==> src/rtl/enc_fetch_pkg.sv <==
//------------------------------------------------------------------------------
// Module : enc_fetch_pkg
// Brief  : Shared state encodings and defaults for the fetch SRAM controller.
// Rev    : 1.0
//------------------------------------------------------------------------------
`default_nettype none

package enc_fetch_pkg;

  typedef enum logic [1:0] {
    FETCH_IDLE  = 2'd0,
    FETCH_LOAD  = 2'd1,
    FETCH_READY = 2'd2
  } fetch_state_e;

  localparam int FETCH_BLK_BEATS = 32;

endpackage

`default_nettype wire

==> src/rtl/fetch_ram_1p_ctrl.sv <==
//------------------------------------------------------------------------------
// Module : fetch_ram_1p_ctrl
// Brief  : Loads a block of beats into the fetch SRAM, then serves reads.
// Rev    : 1.0
//------------------------------------------------------------------------------
`default_nettype none

module fetch_ram_1p_ctrl
  import enc_fetch_pkg::*;
#(
  parameter int Word_Width = 128,
  parameter int Addr_Width = 5,
  parameter int Blk_Beats  = FETCH_BLK_BEATS
) (
  input  logic                  clk,
  input  logic                  rstn,
  input  logic                  start_i,
  input  logic                  in_val_i,
  input  logic [Word_Width-1:0] in_dat_i,
  output logic                  in_rdy_o,
  output logic                  done_o,
  output logic                  blk_vld_o,
  input  logic                  rd_req_i,
  input  logic [Addr_Width-1:0] rd_addr_i,
  output logic                  rd_val_o,
  output logic [Word_Width-1:0] rd_dat_o,
  output logic                  ram_cen_o,
  output logic                  ram_wen_o,
  output logic                  ram_oen_o,
  output logic [Addr_Width-1:0] ram_addr_o,
  output logic [Word_Width-1:0] ram_dat_o,
  input  logic [Word_Width-1:0] ram_dat_i
);

  localparam logic [Addr_Width:0] LAST_CNT = (Addr_Width+1)'(Blk_Beats - 1);

  fetch_state_e          state, state_nxt;
  logic [Addr_Width:0]   wr_cnt;
  logic                  in_rdy;
  logic                  blk_vld;
  logic                  rd_val;
  logic [Addr_Width-1:0] addr_hold;
  logic [Word_Width-1:0] dat_hold;
  logic                  wr_fire;
  logic                  rd_fire;
  logic                  last_beat;

  assign wr_fire   = (state == FETCH_LOAD) && in_val_i && in_rdy;
  assign rd_fire   = (state == FETCH_READY) && rd_req_i;
  assign last_beat = wr_fire && (wr_cnt == LAST_CNT);

  always_comb begin
    state_nxt  = state;
    ram_cen_o  = 1'b1;
    ram_wen_o  = 1'b1;
    ram_addr_o = addr_hold;
    ram_dat_o  = dat_hold;
    case (state)
      FETCH_IDLE: begin
        if (start_i) state_nxt = FETCH_LOAD;
      end
      FETCH_LOAD: begin
        if (wr_fire) begin
          ram_cen_o  = 1'b0;
          ram_wen_o  = 1'b0;
          ram_addr_o = wr_cnt[Addr_Width-1:0];
          ram_dat_o  = in_dat_i;
        end
        if (last_beat) state_nxt = FETCH_READY;
      end
      FETCH_READY: begin
        // A read coinciding with start_i is still issued; writes begin next cycle.
        if (rd_fire) begin
          ram_cen_o  = 1'b0;
          ram_addr_o = rd_addr_i;
        end
        if (start_i) state_nxt = FETCH_LOAD;
      end
      default: state_nxt = FETCH_IDLE;
    endcase
  end

  always_ff @(posedge clk or negedge rstn) begin
    if (!rstn) begin
      state     <= FETCH_IDLE;
      wr_cnt    <= '0;
      in_rdy    <= 1'b0;
      blk_vld   <= 1'b0;
      rd_val    <= 1'b0;
      addr_hold <= '0;
      dat_hold  <= '0;
    end else begin
      state     <= state_nxt;
      in_rdy    <= (state_nxt == FETCH_LOAD);
      blk_vld   <= (state_nxt == FETCH_READY);
      rd_val    <= rd_fire;
      addr_hold <= ram_addr_o;
      dat_hold  <= ram_dat_o;
      if (start_i && (state != FETCH_LOAD)) begin
        wr_cnt <= '0;
      end else if (wr_fire) begin
        wr_cnt <= wr_cnt + 1'b1;
      end
    end
  end

  assign in_rdy_o  = in_rdy;
  assign done_o    = last_beat;
  assign blk_vld_o = blk_vld;
  assign rd_val_o  = rd_val;
  assign rd_dat_o  = rd_val ? ram_dat_i : '0;
  assign ram_oen_o = 1'b0;

endmodule

`default_nettype wire

==> config.mk <==
export PLATFORM = sky130hd
export DESIGN_NAME = fetch_ram_1p_ctrl
export DESIGN_NICKNAME = d
export VERILOG_FILES = /design/src/rtl/enc_fetch_pkg.sv /design/src/rtl/fetch_ram_1p_ctrl.sv
export SDC_FILE = /design/constraint.sdc
export NUM_CORES = 1
export LEC_CHECK = 0
export ABC_AREA = 1
export CORE_AREA = 10 10 200 202
export DETAILED_ROUTE_END_ITERATION = 7
export DIE_AREA = 0 0 210 212
export DONT_BUFFER_PORTS = 1
export PLACE_DENSITY = 0.36
export SYNTH_ARGS = -nofsm -noshare
export SYNTH_HDL_FRONTEND = slang
export SYNTH_SLANG_ARGS = --single-unit
==> constraint.sdc <==
create_clock -name clk -period 3.76 [get_ports clk]
set_input_delay 0.564 -clock clk [delete_from_list [all_inputs] [get_ports clk]]
set_output_delay 0.564 -clock clk [all_outputs]
set_load 0.01 [all_outputs]
# After elaboration in Yosys (flattened, before gate mapping)
# Index checks and enable logic that the tools add are counted.
# word_totals
regBits	144
output_inout_bits	268
elab_cells	37
# classes
n_addsub	1
n_eq_ne	6
n_mux	15
reduce_logical	8
# op_table
cell	count
$mux 128	3
$mux 6	2
$mux 5	2
$pmux 5 s2	1
$add 6x1->6 const B	1
$eq 6x5->1 const B	1
$logic_and 1x1->1	5
$eq 2x1->1 const B	2
$eq 2x2->1 const B	2
$mux 2	2
$pmux 2 s2	1
$mux 1	3
$logic_not 2->1	1
$ne 2x1->1 const B	1
$pmux 1 s2	1
$reduce_bool 2->1	1
$reduce_or 2->1	1

# Depth between registers and ports, before layout
# logic_depth
depth_word	7
depth_mapped	9
mapped_depth_nobuf	9

# Worst setup path before layout
# Ideal clock, no wire load.
# synth_timing
path_kind	reg-to-output
from	register state[0]
to	output ram_dat_o[100]
arrival_time_ns	1.362
required_time_ns	3.196
path_slack_ns	1.834
stages_incl_launch_ff	7
path_buffers	2
path_cell_list	dfrtp_1 ha_1 nand3_2 buf_4 clkbuf_1 nand2_1 nand2_1
# synth_via
elab_chain_len	5
# synth_rtl
element	line	source
start: declaration	fetch_ram_1p_ctrl.sv:37	fetch_state_e state, state_nxt;
start signal: assignment	fetch_ram_1p_ctrl.sv:93	state <= state_nxt;
$eq 2x1->1 *	fetch_ram_1p_ctrl.sv:48, fetch_ram_1p_ctrl.sv:58	
$logic_and 1x1->1 (2 in series)	fetch_ram_1p_ctrl.sv:48	assign wr_fire = (state == FETCH_LOAD) && in_val_i && in_rdy;
$mux 128	fetch_ram_1p_ctrl.sv:63	if (wr_fire) begin
$mux 128 *	fetch_ram_1p_ctrl.sv:58	case (state)
end: declaration	fetch_ram_1p_ctrl.sv:31	output logic [Word_Width-1:0] ram_dat_o,
# Mark *: on every way between the ends. The rest lies on a longest branch, timed or not.

# Worst setup path after layout
# layout_timing
from	register state[1]
to	output done_o
# layout_via
elab_chain_len	4
# layout_rtl
element	line	source
$eq 2x1->1	fetch_ram_1p_ctrl.sv:48	
$logic_and 1x1->1 (2 in series)	fetch_ram_1p_ctrl.sv:48	
$logic_and 1x1->1	fetch_ram_1p_ctrl.sv:50	assign last_beat = wr_fire && (wr_cnt == LAST_CNT);
end: declaration	fetch_ram_1p_ctrl.sv:21	output logic done_o,
# Every way passes these cells.

==> metrics.md <==
| Metric | Value |
|---|---|
| Outcome | complete, but fails checks |
| Failing checks | negative hold slack |
| #FFs+latches synth | 144 |
| Post-synthesis sequential area ratio | 53.64% |
| GRT Overall Usage | 13.73% |
| Final wirelength | 32390 um |
| Post-synth EDFFs | 0 |
| CTS resizes | 0 |
| Root Buffer | clkbuf_16 |
| Area growth syn-to-layout | 14.86% |
| CTS sink count | 144 |
| Die area | 44520 sq um |
| Buffers on Ports | 0 |
| Worst r2r path cells | 9 |
| Slew @ Worst Pin | 722.0 ps |
| Worst path cell trace | inv_1 -> ha_1 -> nand3_4 -> inv_4 -> buf_4 -> nand2_1 -> inv_1 |
| Max Fclk | 304.6 MHz |
| H-tree levels | 4 |
| Tmin final | 3283 ps |
| Initial antenna violation count | 0 |
| Fin. max-slew vios | 0 |
| Worst relative slew slack | 51.86% |
| Syn_nets | 1200 |
| Rows | 70 |
| Max Cap Viol | 0 |
| Share of the synthesized area in the top cell type | 53.64% |
| CP bufs+invs | 4 |
| CP max stage delay | 460 ps |
| Synth top cells by count | nand2_1, inv_1, dfrtp_1, buf_2, nor2_1 |
| Detailed placement HPWL | 25720 um |
| Post-Layout Cell Count | 1391 |
| Peak supply drop | 0.3823 mV |
| Router iterations before antenna repair | 5 |
| Setup CP Type | reg2out |
| Critical Path Stages | 7 |
| Main combinational cell family by area after synthesis | simple AND/OR/NAND/NOR gates |
| Layout cells sized above 1 | 4.664% |
| Setup Fix Bufs, Post-CTS | 0 |
| Post-Synth Adder-Cell Area | 0.9313% |
| Inserted Clock Buffers | 17 |
| Syn Area/Cell | 7.231 sq um |
| Compound-Gate Fraction of Synth Area | 0.8568% |
| CP top delay family | buffers and inverters |
| RSZ-0062 raised after global routing | false |
| Post-Synth Simple-Gate Area | 32.52% |
| IO Pins | 534 |
| Worst EP required | 3200 ps |
| Filler cell count in the final layout | 4124 |
| CTS max path bufs | 2 |
| Yosys top cell by area | dfrtp_1 |
| Tot Pwr | 6.173 mW |
| Core area | 36080 sq um |
| Die extent in y | 212 um |
| Pwr Density | 800.0 nW/um^2 |
| Async SR Flop Fraction | 100.0% |
| Vias in the first global route | 5976 |
| Largest net degree at the start of global routing | 145 |
| Die Wd | 210 um |
| Hold slack | -189.1 ps |
| Placed insts | 1360 |
| Post-synth cell types | 21 |
| Multiplexer area fraction after synthesis | 0% |
| Leakage | 4.872 nW |
| Worst hold-check path type | in2async |
| Area of the multi-input gates | 2316 sq um |
| Congestion Overflow GR | 0 |
| Setup crit start kind | flip-flop |
| Commonest register cell after synthesis | dfrtp_1 |
| Sequential standard cell area | 3607 sq um |
| Skew-Pair Late Insertion Delay | 440 ps |
| Setup tns final | 0 ps |
| Routed via count | 5623 |
| 1st-iter DRT viols | 366 |
| Clock transition at path regs | 70 ps |
| Post-Syn Instances | 929 |
| Period Utilization, post-route | 87.33% |
| Nets | 1182 |
| Routability cong. | 0.8270 |
| Routed Antenna Nets | 0 |
| Crit path capture type | primary output |
| Synth Area in XOR/XNOR | 0% |
| TritonCTS clock tree | yes |
| Cell Area, Synth | 6718 sq um |
| Routed length per placed instance | 23.29 um |
| Hold Fails Final Rpt | 144 |
| Most frequent cell after synthesis | nand2_1 |
| Drc violations | 0 |
| WP data arrival | 2720 ps |
| Vias per inst | 4.042 |
| Crit path max fanout | 41 |
| Crit-path slowest cell | inv_4 |
| Top cells by area, synth | dfrtp_1, nand2_1, inv_1, buf_2, buf_4 |
| Cell with the most instances on the worst path | inv_1 |
| Synth warn | 0 |
| Final clock skew | 13.43 ps |
| Initial Util | 18.62% |
| Final setup fails | 0 |
| First-pass GRT wire length | 44860 um |
[final cells by class]
cell class                      instances  share of cell area [%]
Inverter                              151                   7.378
Multi-Input combinational cell        590                   30.01
Antenna cell                            1                 0.03243
Clock inverter                         10                   1.346
Tap cell                              468                   7.589
Sequential cell                       144                   46.75
Clock buffer                           20                   6.048
Timing Repair Buffer                    7                  0.8432
[metal layers]
metal  up-vias  track usage (%)  wire [um]
li1       2624                -          -
met1      2650            13.86      11110
met2       326            23.53      16410
met3        23            7.117       4037
met4         0            5.582        831
met5         -                0          0
[sequential cells by signal, summed over array words and instances, names as in the netlist]
| register | cells |
|---|---|
| blk_vld_o | 1 |
| addr_hold | 5 |
| in_rdy_o | 1 |
| dat_hold | 128 |
| wr_cnt | 6 |
| rd_val_o | 1 |
| state | 2 |
[cells in the final DEF, fill, tap and decap left out]
master / count
nor2_2: 1
nand2_1: 548
or2_2: 1
conb_1: 1
o21ai_0: 8
ha_1: 5
nor3b_2: 1
buf_12: 1
clkinv_4: 1
nand4_1: 1
clkbuf_8: 3
inv_4: 1
bufinv_16: 1
dfrtp_4: 1
nor2_1: 11
a22oi_1: 1
diode_2: 1
inv_1: 150
clkinvlp_4: 3
buf_4: 6
nor3_1: 2
inv_6: 3
inv_8: 1
a21oi_1: 2
nand3_1: 7
clkbuf_16: 17
nand3_4: 1
dfrtp_1: 143
clkinv_2: 1
[final timing paths]
path | startpoint | to | slack, ps
worst max-delay path | state[1] | done_o | 480
worst min-delay path | rstn | dat_hold[124] | -190
worst max register to register | state[1] | blk_vld_o | 1200
worst min register to register | wr_cnt[5] | wr_cnt[5] | 540
max in group asynchronous | rstn | state[1] | 3720
min in group clk | in_dat_i[50] | dat_hold[50] | 320
[worst register-to-register path: cells and delay by family, from the launching register on]
| family | cells | cell delay (ps) |
|---|---|---|
| adder cells (fa/ha/maj) | 1 | 290 |
| buffers and inverters | 3 | 990 |
| flip-flops | 1 | 400 |
| AND/OR/NAND/NOR | 5 | 810 |
[kinds of logic (layout without fill, tap and decap cells)]
kind of cell    count (synthesis)  in the layout
compound gates                 11             11
buf+inv                       195            188
other cells                     1              2
flops                         144            144
fa+ha+maj                       5              5
simple gates                  573            573
[power by group]
group | internal, mW | switching (mW) | total, mW | leakage, nW
Clock | 0.967 | 0.753 | 1.72 | 0.273
Combinational | 0.421 | 1.64 | 2.06 | 2.79
Sequential | 2.21 | 0.186 | 2.40 | 1.81
[per-stage QoR]
stage | utilization [%] | setup WS [ps] | instance area, sq um
finish | 21.38 | 476.6 | 7716
global route | 21.38 | 225.3 | 7714
CTS | 21.38 | 346.3 | 7714
detailed placement | 19.80 | 848.6 | 7143
global placement | 19.80 | 898.3 | 7143
floorplan | - | 1834 | 6718
Power figures use the tool's default switching activity.
==> edit 1: new RTL, same settings <==
One comparison of `wr_cnt` changes from == to >=.
--- a/src/rtl/fetch_ram_1p_ctrl.sv
+++ b/src/rtl/fetch_ram_1p_ctrl.sv
@@ -49,3 +49,3 @@
   assign rd_fire   = (state == FETCH_READY) && rd_req_i;
-  assign last_beat = wr_fire && (wr_cnt == LAST_CNT);
+  assign last_beat = wr_fire && (wr_cnt >= LAST_CNT);
 
Check against the original RTL: no difference found for any inputs over 4 cycles, from zero or initial values and one cycle with rstn low; that may be too few to reach the edited logic, so the function may still have changed.
==> edit 1 against the unedited design <==
  * Clock skew shrank 0.0019 ns
  * Die area did not move
  * Non-clock buffer count rose by 1
  * Largest power group unchanged
  * Sequential cell count did not move
  * Wire length fell by 0.88%
  * Setup slack improved by 0.031 ns
  * Cell count fell by 0.50%
  * Final area shrank 0.44%
  * Power is essentially flat
  * The flow still finishes with violations (hold timing)
  * Core utilization fell by 0.094 points
  * Global-route usage down 0.17 points
  * Area after synthesis shrank 1.0%
==> edit 1: results (changes against the unedited design) <==
- Outcome: finished with violations (unchanged)
- Failing checks: hold timing (unchanged)
- Share of layout cells above drive strength 1: 4.48% (was 4.66%)
- Final HPWL DP: 25.8 mm (was 25.7 mm)
- Max stage delay on crit path: 0.64 ns (was 0.46 ns)
- Worst hold path type: input port to async pin (unchanged)
- Vias: 5517 (was 5623)
- Synth top cells by count: nand2_1 (545), inv_1 (148), dfrtp_1 (144), clkbuf_1 (27) (was nand2_1 (548), inv_1 (150), dfrtp_1 (144), buf_2 (23), nor2_1 (11))
- Per-cell routed wire length: 23.2 microns (was 23.3 microns)
- Clock Skews: 0.0116 ns (was 0.0134 ns)
- Worst slew margin: 45.8% (was 51.9%)
- Worst endpoint data arrival time: 2.69 ns (was 2.72 ns)
- Post-synth ARST share: 100% (unchanged)
- Placed insts: 1353 (was 1360)
- YS warnings: 0 (unchanged)
- Psw: 0.00255 W (was 0.00258 W)
- CP max-delay cell: buf_4 (was inv_4)
- Cell family with most CP delay: buffers and inverters (unchanged)
- Worst skew pair latency: 0.44 ns (about the same)
- Routing usage on met1: 13.3% (was 13.9%)
- Final Core Density: 21.3% (was 21.4%)
- Top cells by area, synth: dfrtp_1 (54%), nand2_1 (31%), inv_1 (8.4%) (unchanged)
- Largest net degree at the start of global routing: 145 (unchanged)
- Drt pass-1 iters: 6 (was 5)
- Final hold vios: 144 (unchanged)
- VDD IR max: 0.312 mV (was 0.382 mV)
- Post-CTS Resized: 0 (unchanged)
- Global-route met3 utilization: 7.16% (was 7.12%)
- Global-route wire length before repair: 44.0 mm (was 44.9 mm)
- Gr usage total: 13.6% (was 13.7%)
- DR iter-0 viols: 276 (was 366)
- Final WL: 32.1 mm (was 32.4 mm)
- Min Hold Slack: -0.186 ns (was -0.189 ns)
- Share of the yosys chip area belonging to registers: 54.2% (was 53.6%)
- GP Congestion: 0.832 (was 0.827)
- Pre-CTS setup slack: 0.910 ns (was 0.849 ns)
- Avg Inst Size Synth: 7.23 sq um (about the same)
- Reg clk slew, reported paths: 0.07 ns (about the same)
- Met2 Usage GRT: 23.9% (was 23.5%)
- Syn_nets: 1191 (was 1200)
- Initial antenna violation count: 3 (was 0)
- Max FO, Critical Path: 56 (was 41)
- Layout fillers: 4089 (was 4124)
- P_leak: 4.88 nW (was 4.87 nW)
- Area after DPL: 7110 sq um (was 7140 sq um)
- Vias in the first global route: 5815 (was 5976)
[edit 1: cell type report]
class                   instances  area share, %
clock buffers                  17           5.54
inverters                     148           7.23
well taps                     468           7.62
repair buffers                  8          0.782
clock inverters                13           1.84
flip-flops and latches        144           47.0
diodes                          1         0.0326
multi-input cells             585           30.0
[edit 1: power by group through the flow]
stage	clock [W]	combinational (W)	sequential (W)
2_1_floorplan	0	0.00159	0.00238
3_3_place_gp	0	0.00216	0.00244
3_5_place_dp	0	0.00216	0.00243
4_1_cts	0.00174	0.00216	0.00241
5_1_grt	0.00181	0.00236	0.00248
6_report	0.00168	0.00208	0.00241
[edit 1: logic make-up after synthesis]
logic type,synth area share [%]
DFF,54.2
AOI/OAI and AO/OA,1.11
adders and majority gates,0.941
xor gates and xnor gates,0.132
and+or+nand+nor,32.3
buffers and inverters,11.2
other,0.0564
[edit 1: per-layer routing]
metal,vias up,share of wire (%)
li1,2591,-
met1,2577,34
met2,316,52
met3,31,12
met4,2,2.3
met5,-,0.040
[edit 1: final timing paths]
check                           slack (ns)                     end                    from  cells past startpoint
worst min-delay path                 -0.19  dat_hold[63]$_DFF_PN0_                    rstn                      0
worst min register to register        0.54  dat_hold[95]$_DFF_PN0_  dat_hold[95]$_DFF_PN0_                      2
min in group clk                      0.33   dat_hold[6]$_DFF_PN0_             in_dat_i[6]                      2
max in group asynchronous             3.77      rd_val_o$_DFF_PN0_                    rstn                      0
worst max register to register        1.41  dat_hold[23]$_DFF_PN0_      state[0]$_DFF_PN0_                      6
worst max-delay path                  0.51           ram_dat_o[13]      state[0]$_DFF_PN0_                      6
==> edit 2: new RTL, same settings <==
Without the edit above. Set the parameter `Addr_Width` to 4 (it was 5).
--- a/src/rtl/fetch_ram_1p_ctrl.sv
+++ b/src/rtl/fetch_ram_1p_ctrl.sv
@@ -11,3 +11,3 @@
   parameter int Word_Width = 128,
-  parameter int Addr_Width = 5,
+  parameter int Addr_Width = 4,
   parameter int Blk_Beats  = FETCH_BLK_BEATS
Interface: changed (resized ram_addr_o and rd_addr_i); port bits go from 534 to 532. No check against the original RTL was run, so the function may have changed too.
==> edit 2 against the unedited design <==
  * The flow still finishes with violations (hold timing)
  * Area after synthesis is 1.9% lower
  * Final area shrank 0.99%
  * Setup slack improved by 0.33 ns
  * Sequential cell count fell by 2
  * Wire length is 3.8% lower
  * Power increased by 0.54%
  * Cell count shrank 1.4%
  * Critical path type unchanged
  * Largest power group unchanged
==> edit 2: results (changes against the unedited design) <==
- Met2 Usage GRT: 22.4% (was 23.5%)
- Biggest regs: dat_hold: 128 flops, wr_cnt: 5 flops, addr_hold: 4 flops (was dat_hold: 128 flops, wr_cnt: 6 flops, addr_hold: 5 flops)
- Max FO, Critical Path: 44 (was 41)
- Met1 wire length: 10.7 mm (was 11.1 mm)
- Largest net degree at the start of global routing: 143 (was 145)
- Outcome: finished with violations (unchanged)
- Top Layer Used: met5 (was met4)
- Top cells by area, synth: dfrtp_1 (54%), nand2_1 (31%), inv_1 (8.3%) (was dfrtp_1 (54%), nand2_1 (31%), inv_1 (8.4%))
- GP Congestion: 0.819 (was 0.827)
- Final HPWL DP: 24.4 mm (was 25.7 mm)
- Share of layout cells above drive strength 1: 4.32% (was 4.66%)
- Synth top cells by count: nand2_1 (547), inv_1 (145), dfrtp_1 (142), buf_2 (22), clkbuf_1 (12) (was nand2_1 (548), inv_1 (150), dfrtp_1 (144), buf_2 (23), nor2_1 (11))
- Min Hold Slack: -0.181 ns (was -0.189 ns)
- Failing checks: hold timing (unchanged)
- Compound-Gate Fraction of Synth Area: 0.892% (was 0.857%)
- Worst endpoint data arrival time: 2.39 ns (was 2.72 ns)
- Final WL: 31.2 mm (was 32.4 mm)
- Routed wl met2: 15.7 mm (was 16.4 mm)
- Reg2Reg Depth: 7 (was 9)
- Reg2Reg Setup Slack: 1.71 ns (was 1.20 ns)
- Global-route met3 utilization: 7.40% (was 7.12%)
- Max stage delay on crit path: 0.40 ns (was 0.46 ns)
- Layout fillers: 4081 (was 4124)
- P_leak: 4.83 nW (was 4.87 nW)
- Gr usage total: 13.2% (was 13.7%)
- Initial antenna violation count: 1 (was 0)
- R2r endpoint: dat_hold[71]$_DFF_PN0_ (was blk_vld_o$_DFF_PN0_)
- Ant diodes: 0 (was 1)
- Final hold vios: 142 (was 144)
- DR iter-0 viols: 344 (was 366)
- Syn_nets: 1181 (was 1200)
- P_clk: 0.00179 W (was 0.00172 W)
- Share of the yosys chip area belonging to registers: 53.9% (was 53.6%)
- CP max-delay cell: dfrtp_1 (was inv_4)
-- edit 2: cell count changes after synthesis, sizes merged, moves of 2 or more --
cell / before / now
inv: 151 / 146
clkbuf: 10 / 12
nor2: 12 / 5
nand3: 8 / 6
nor3: 2 / 0
a21oi: 2 / 0
dfrtp: 144 / 142
buf: 34 / 32
-- edit 2: worst max-delay path by stage --
stage,start,to,slack (ns),cells after the start
2_1_floorplan,state[0]$_DFF_PN0_,ram_addr_o[0],1.77,7
6_report,state[1]$_DFF_PN0_,ram_dat_o[71],0.80,7
4_1_cts,state[1]$_DFF_PN0_,ram_dat_o[71],0.68,7
3_5_place_dp,state[1]$_DFF_PN0_,ram_dat_o[71],1.17,7
3_3_place_gp,state[1]$_DFF_PN0_,ram_dat_o[71],1.18,7
5_1_grt,state[1]$_DFF_PN0_,ram_dat_o[108],0.55,7
-- edit 2: worst reg2reg max path, delay by kind of cell, from the launching register on --
kind          cells  cell delay (ns)
fa+ha+maj         1             0.25
buf+inv           3             0.87
flops             1             0.40
simple gates      3             0.45
-- edit 2: per-stage QoR --
stage | instances | instance area, sq um | util (%) | power (W) | setup WS, ns
2_1_floorplan | 910 | 6590 | - | 0.00394 | 1.77
3_3_place_gp | 1339 | 7030 | 19.5 | 0.00450 | 1.18
3_5_place_dp | 1339 | 7030 | 19.5 | 0.00451 | 1.17
4_1_cts | 1371 | 7640 | 21.2 | 0.00637 | 0.675
5_1_grt | 1371 | 7640 | 21.2 | 0.00669 | 0.548
6_report | 1371 | 7640 | 21.2 | 0.00621 | 0.805
-- edit 2: layout make-up --
type | instances | area share (%)
tap | 468 | 7.66
inverter | 146 | 7.21
timing repair buffer | 5 | 0.983
sequential | 142 | 46.6
multi-input combinational | 578 | 29.6
clock buffer | 20 | 5.98
clock inverter | 12 | 1.97
